[config.mk]
export PLATFORM = sky130hd
export DESIGN_NAME = conv_out_collector
export DESIGN_NICKNAME = d
export VERILOG_FILES = /design/src/rtl/conv_out_collector.sv
export SDC_FILE = /design/constraint.sdc
export NUM_CORES = 1
export LEC_CHECK = 0
export CAP_MARGIN = 15
export CORE_ASPECT_RATIO = 1.1
export CORE_MARGIN = 4
export CORE_UTILIZATION = 35
export CTS_CLUSTER_SIZE = 24
export DETAILED_ROUTE_END_ITERATION = 10
export PLACE_DENSITY_LB_ADDON = 0.08
export SLEW_MARGIN = 20
export SYNTH_ARGS = -nofsm -noshare
export SYNTH_HDL_FRONTEND = slang
export SYNTH_SLANG_ARGS = --single-unit
[constraint.sdc]
create_clock -name clk -period 4.2 [get_ports clk]
set_input_delay 1.05 -clock clk [delete_from_list [all_inputs] [get_ports clk]]
set_output_delay 1.05 -clock clk [all_outputs]
set_load 0.005 [all_outputs]
[src/rtl/conv_out_collector.sv]
// conv_out_collector
//   Downstream stage of the 3x3 window unit. Collects one signed window sum per
//   in_valid/in_ready handshake in raster order (row-major over output positions),
//   assembles a complete output feature map and presents it with an
//   out_valid/out_ready handshake. While a finished map is waiting to be taken,
//   in_ready is low so the window unit is held off.
//
//   Optional build macro: CONV_OUT_RELU_EN
//     defined   : negative sums are stored as zero (ReLU clamp)
//     undefined : sums are stored bit-exact, negatives kept
//   Handshake, timing and counters are identical in both builds.
//
// Ports
//   clk        in   1                    rising-edge clock
//   rst        in   1                    synchronous, active-high reset
//   in_valid   in   1                    in_sum carries a valid window sum
//   in_ready   out  1                    collector accepts in_sum this cycle (FILL)
//   in_sum     in   sum_width            signed window sum, two's complement
//   out_valid  out  1                    out_map holds a complete feature map
//   out_ready  in   1                    consumer takes out_map this cycle
//   out_map    out  out_size*sum_width   element k at [(k+1)*sum_width-1 : k*sum_width],
//                                        k = row*out_demension + col
//   out_row    out  8                    row index of next element to be written
//   out_col    out  8                    col index of next element to be written
//   frame_cnt  out  8                    maps delivered, wraps 255 -> 0
module conv_out_collector #(
  parameter int filter_demension = 3,
  parameter int stride           = 1,
  parameter int input_demension  = 5,
  parameter int sum_width        = 12
) (
  input  logic                                   clk,
  input  logic                                   rst,
  input  logic                                   in_valid,
  output logic                                   in_ready,
  input  logic [sum_width-1:0]                   in_sum,
  output logic                                   out_valid,
  input  logic                                   out_ready,
  output logic [((input_demension-filter_demension)/stride+1)*
                ((input_demension-filter_demension)/stride+1)*sum_width-1:0] out_map,
  output logic [7:0]                             out_row,
  output logic [7:0]                             out_col,
  output logic [7:0]                             frame_cnt
);

  localparam int out_demension = (input_demension - filter_demension) / stride + 1;
  localparam int out_size      = out_demension * out_demension;
  localparam logic [7:0] LAST_IDX = 8'(out_demension - 1);

  typedef enum logic {
    FILL = 1'b0,
    HOLD = 1'b1
  } state_t;

  state_t                          state_q;
  logic [out_size*sum_width-1:0]   map_q;
  logic [7:0]                      row_q;
  logic [7:0]                      col_q;
  logic [7:0]                      frame_q;
  logic                            valid_q;

  logic [sum_width-1:0]            elem_d;
  logic [15:0]                     wr_idx;
  logic                            accept;
  logic                            last_elem;

`ifdef CONV_OUT_RELU_EN
  always_comb begin
    elem_d = in_sum[sum_width-1] ? '0 : in_sum;
  end
`else
  always_comb begin
    elem_d = in_sum;
  end
`endif

  assign in_ready  = (state_q == FILL);
  assign accept    = in_valid & in_ready;
  assign last_elem = (row_q == LAST_IDX) && (col_q == LAST_IDX);
  assign wr_idx    = 16'(row_q) * 16'(out_demension) + 16'(col_q);

  always_ff @(posedge clk) begin
    if (rst) begin
      state_q <= FILL;
      map_q   <= '0;
      row_q   <= '0;
      col_q   <= '0;
      frame_q <= '0;
      valid_q <= 1'b0;
    end else begin
      unique case (state_q)
        FILL: begin
          if (accept) begin
            for (int unsigned k = 0; k < out_size; k++) begin
              if (k == 32'(wr_idx)) begin
                map_q[k*sum_width +: sum_width] <= elem_d;
              end
            end
            if (last_elem) begin
              row_q   <= '0;
              col_q   <= '0;
              valid_q <= 1'b1;
              state_q <= HOLD;
            end else if (col_q == LAST_IDX) begin
              col_q <= '0;
              row_q <= row_q + 8'd1;
            end else begin
              col_q <= col_q + 8'd1;
            end
          end
        end
        HOLD: begin
          // Map and counters stay frozen until the consumer takes the map.
          if (out_ready) begin
            valid_q <= 1'b0;
            frame_q <= frame_q + 8'd1;
            state_q <= FILL;
          end
        end
        default: state_q <= FILL;
      endcase
    end
  end

  assign out_valid = valid_q;
  assign out_map   = map_q;
  assign out_row   = row_q;
  assign out_col   = col_q;
  assign frame_cnt = frame_q;

endmodule

==> flow_metrics.py <==
metrics = {
    "flow_run": {
        "max_cap_violations": 0,
    },
    "global_route": {
        "globalRouteOverflowTotal": 0,
        "antenna_found_initial": 2,
        "grt_max_degree": 100,
        "grt_usage": 0.1722,
        "grt_pass1_vias": 4620,
        "grt_pass1_wl_microns": 26190,
    },
    "timing": {
        "post-route-period-util": 0.8459,
        "rsz0062_at_grt": "false",
        "finalSetupTns_ns": 0,
        "final_hold_viol_count": 0,
        "fin_skew_ns": 0.01472,
        "maxSlewHeadroom": 0.4709,
        "worst_pin_slew_ns": 0.7936,
        "fmax_ghz": 0.2815,
        "setup_violations": 0,
        "layout_min_cycle_time_ns": 3.553,
        "slew_violations": 0,
    },
    "synth": {
        "synth_xor_area_frac": 0.03166,
        "synthesis.instances": 576,
        "synth_area_sq_um": 6086,
        "ys_types": 42,
        "synth-seq-cells": 134,
        "synth_top_family_by_area": "simple AND/OR/NAND/NOR gates",
        "yosys_warnings": 0,
        "synth_seq_area_share": 0.4408,
        "synthMuxAreaShare": 0.1776,
        "synthAdderAreaFrac": 0.07155,
        "avgSynthCellArea_sq_um": 10.57,
        "syn_nets": 622,
        "synthSimpleGateAreaFrac": 0.2140,
        "synth-compound-area-share": 0.02076,
    },
    "critical_path": {
        "critical_path.max_stage_delay_ns": 0.53,
        "cp.required_ns": 4.45,
        "cp.arrival_ns": 3.80,
        "startpoint_type": "register",
        "cp_common_cell": "fa_1",
        "end_kind": "register",
        "worstSetupPathType": "register to register",
        "path_cells": "fa_1 > ha_1 > inv_1 > fa_1 > nand2b_1 > nor4bb_1 > o211ai_1 > a222oi_1 > buf_4 > nand3_2 > mux2i_1",
        "slowest_stage": "dfxtp_1",
        "worst-path-buf-inv": 2,
        "cp_max_fo": 12,
        "cp_top_family": "adder cells",
    },
    "final_layout": {
        "fin_nets": 755,
        "antenna-diode-count": 0,
        "layout-drive-gt1-share": 0.06519,
        "syn_to_final_growth_pct": 36.78,
        "final-instance-count-excl-fill": 955,
        "n_fill_cell": 1568,
        "stdcell_area_sq_um": 8324,
        "final_core_util": 0.4874,
    },
    "power": {
        "leakage_uw": 0.003736,
        "power_uw": 3293,
        "peakVddDrop_v": 0.0002974,
        "power.density_nw_per_um2": 395.6,
    },
    "clock_tree": {
        "cts_buffer_depth": 2,
        "ctsHoldBuffers": 0,
        "cts_root_buf": "clkbuf_16",
        "cts_sinks": 134,
        "tritoncts": "yes",
        "post_cts_buffers": 0,
        "clk_latency_ns": 0.41,
        "cts_buffers": 17,
        "htreeDepth": 4,
        "clkSlewWorstSetupHoldPaths_ns": 0.06,
        "cts_resized": 0,
    },
    "routing": {
        "drc": 0,
        "routedWlPerCell_microns": 17.33,
        "vias": 4437,
        "vias_per_cell": 4.646,
        "drtIter0Drc": 223,
        "first_pass_iters": 4,
        "ant_nets": 0,
        "wl_microns": 16550,
    },
    "die": {
        "die_area_sq_um": 19560,
        "die_y_microns": 146.3,
        "design.core.area_sq_um": 17080,
        "start_util": 0.3563,
        "fp.dieW_microns": 133.7,
        "fp-row-count": 50,
        "io_pins": 150,
    },
    "outcome": {
        "status": "finished clean",
    },
    "placement": {
        "numPortBuffers": 149,
        "routabilityCongestion": 0.7980,
        "placed_cell_area_sq_um": 7692,
        "dp_cells": 924,
        "dp_hpwl_microns": 11690,
    },
    "worst_hold_path": {
        "hold_path_class": "register to register",
    },
}
[state kept, by name, indices dropped and copies added (netlist names)]
name and cells:
out_row 8, out_map 108, out_valid 1, frame_cnt 8
state_q 1, out_col 8
[metrics by stage]
| stage | setup slack, ns | hold WS [ns] |
|---|---|---|
| 2_1_floorplan | 1.083 | 0.4527 |
| 3_3_place_gp | 0.6681 | 0.4575 |
| 3_5_place_dp | 0.6324 | 0.4545 |
| 4_1_cts | 0.6700 | 0.4694 |
| 5_1_grt | 0.3805 | 0.4976 |
| 6_report | 0.6472 | 0.4662 |
[power by group]
| part | internal [uW] | switching (uW) |
|---|---|---|
| Clock | 1050 | 554 |
| Sequential | 1320 | 35.1 |
| Combinational | 177 | 164 |
| Total | 2540 | 753 |
[cell families (layout without fill, tap and decap cells)]
logic type               after synthesis  count (layout)
AND/OR/NAND/NOR                      206             206
flip-flops                           134             134
buffers and inverters                 55             200
XOR/XNOR                              22              22
adder cells (fa/ha/maj)               30              30
AO/OA/AOI/OAI                         21              21
multiplexers                         108             108
[synth_stat cells]
master / count / area share
dfxtp_1: 134 / 0.44
nand2b_1: 123 / 0.13
mux2i_1: 108 / 0.18
nor2_1: 26 / 0.016
ha_1: 22 / 0.045
clkbuf_1: 16 / 0.0099
inv_1: 16 / 0.0099
buf_1: 12 / 0.0074
nand2_1: 12 / 0.0074
xor2_1: 12 / 0.017
a21oi_1: 10 / 0.0082
nand3_1: 10 / 0.0082
xnor2_1: 10 / 0.014
fa_1: 8 / 0.026
buf_6: 6 / 0.011
nand4_1: 6 / 0.0062
o21ai_0: 4 / 0.0033
or3_1: 4 / 0.0041
a211oi_1: 3 / 0.0037
buf_4: 3 / 0.0037
and4_1: 2 / 0.0029
buf_2: 2 / 0.0016
nand3_2: 2 / 0.0033
nand3_4: 2 / 0.0058
nand4_4: 2 / 0.0070
nand4b_4: 2 / 0.0078
nor2b_1: 2 / 0.0021
nor4b_1: 2 / 0.0029
nor4bb_1: 2 / 0.0033
a21o_1: 1 / 0.0012
a222oi_1: 1 / 0.0016
and2_1: 1 / 0.0010
and2b_1: 1 / 0.0012
and3_1: 1 / 0.0010
nand2_2: 1 / 0.0010
nand3b_1: 1 / 0.0012
nor3_1: 1 / 0.00082
nor4_2: 1 / 0.0021
o211ai_1: 1 / 0.0012
o31a_1: 1 / 0.0014
or2_2: 1 / 0.0010
or4_1: 1 / 0.0012
[layer usage]
metal	track usage	vias to the layer above	part of all wire
met1	0.2146	2107	0.45
met4	0.04372	4	0.0032
met5	0	-	0.0016
met3	0.06272	8	0.067
li1	-	2177	-
met2	0.2831	141	0.48
[tightest hold or removal path, cell delays in order, from the launching register on]
cell and delay, ns:
dfxtp_1 0.31, nand2_1 0.06, a21oi_1 0.05
[layout make-up]
cell class / count / area, sq um / area share
tap: 234 / 292.8 / 0.03517
multi-input combinational: 387 / 3138 / 0.3770
timing repair buffer: 153 / 1519 / 0.1825
clock inverter: 14 / 206.4 / 0.02480
inverter: 16 / 60.06 / 0.007215
clock buffer: 17 / 425.4 / 0.05110
sequential: 134 / 2683 / 0.3223
[worst paths after layout]
path,cells past startpoint,start,end,slack [ns]
max,11,out_col[1],out_map[10],0.65
max reg2reg,11,out_col[1],out_map[10],0.65
min reg2reg,2,out_valid,out_valid,0.47
min,2,out_valid,out_valid,0.47
[layout by cell type, fill, tap and decap left out, drive strengths merged, types with 3 or more instances in the layout]
master	count
nand2	13
nand4	8
buf	5
xor2	12
nand2b	123
clkdlybuf4s50	148
clkbuf	17
clkinv	5
nand3	14
inv	17
o21ai	4
bufinv	5
or3	4
mux2i	108
a211oi	3
dfxtp	134
nor2	26
fa	8
ha	22
a21oi	10
clkinvlp	3
xnor2	10
(Power assumes the default switching activity.)
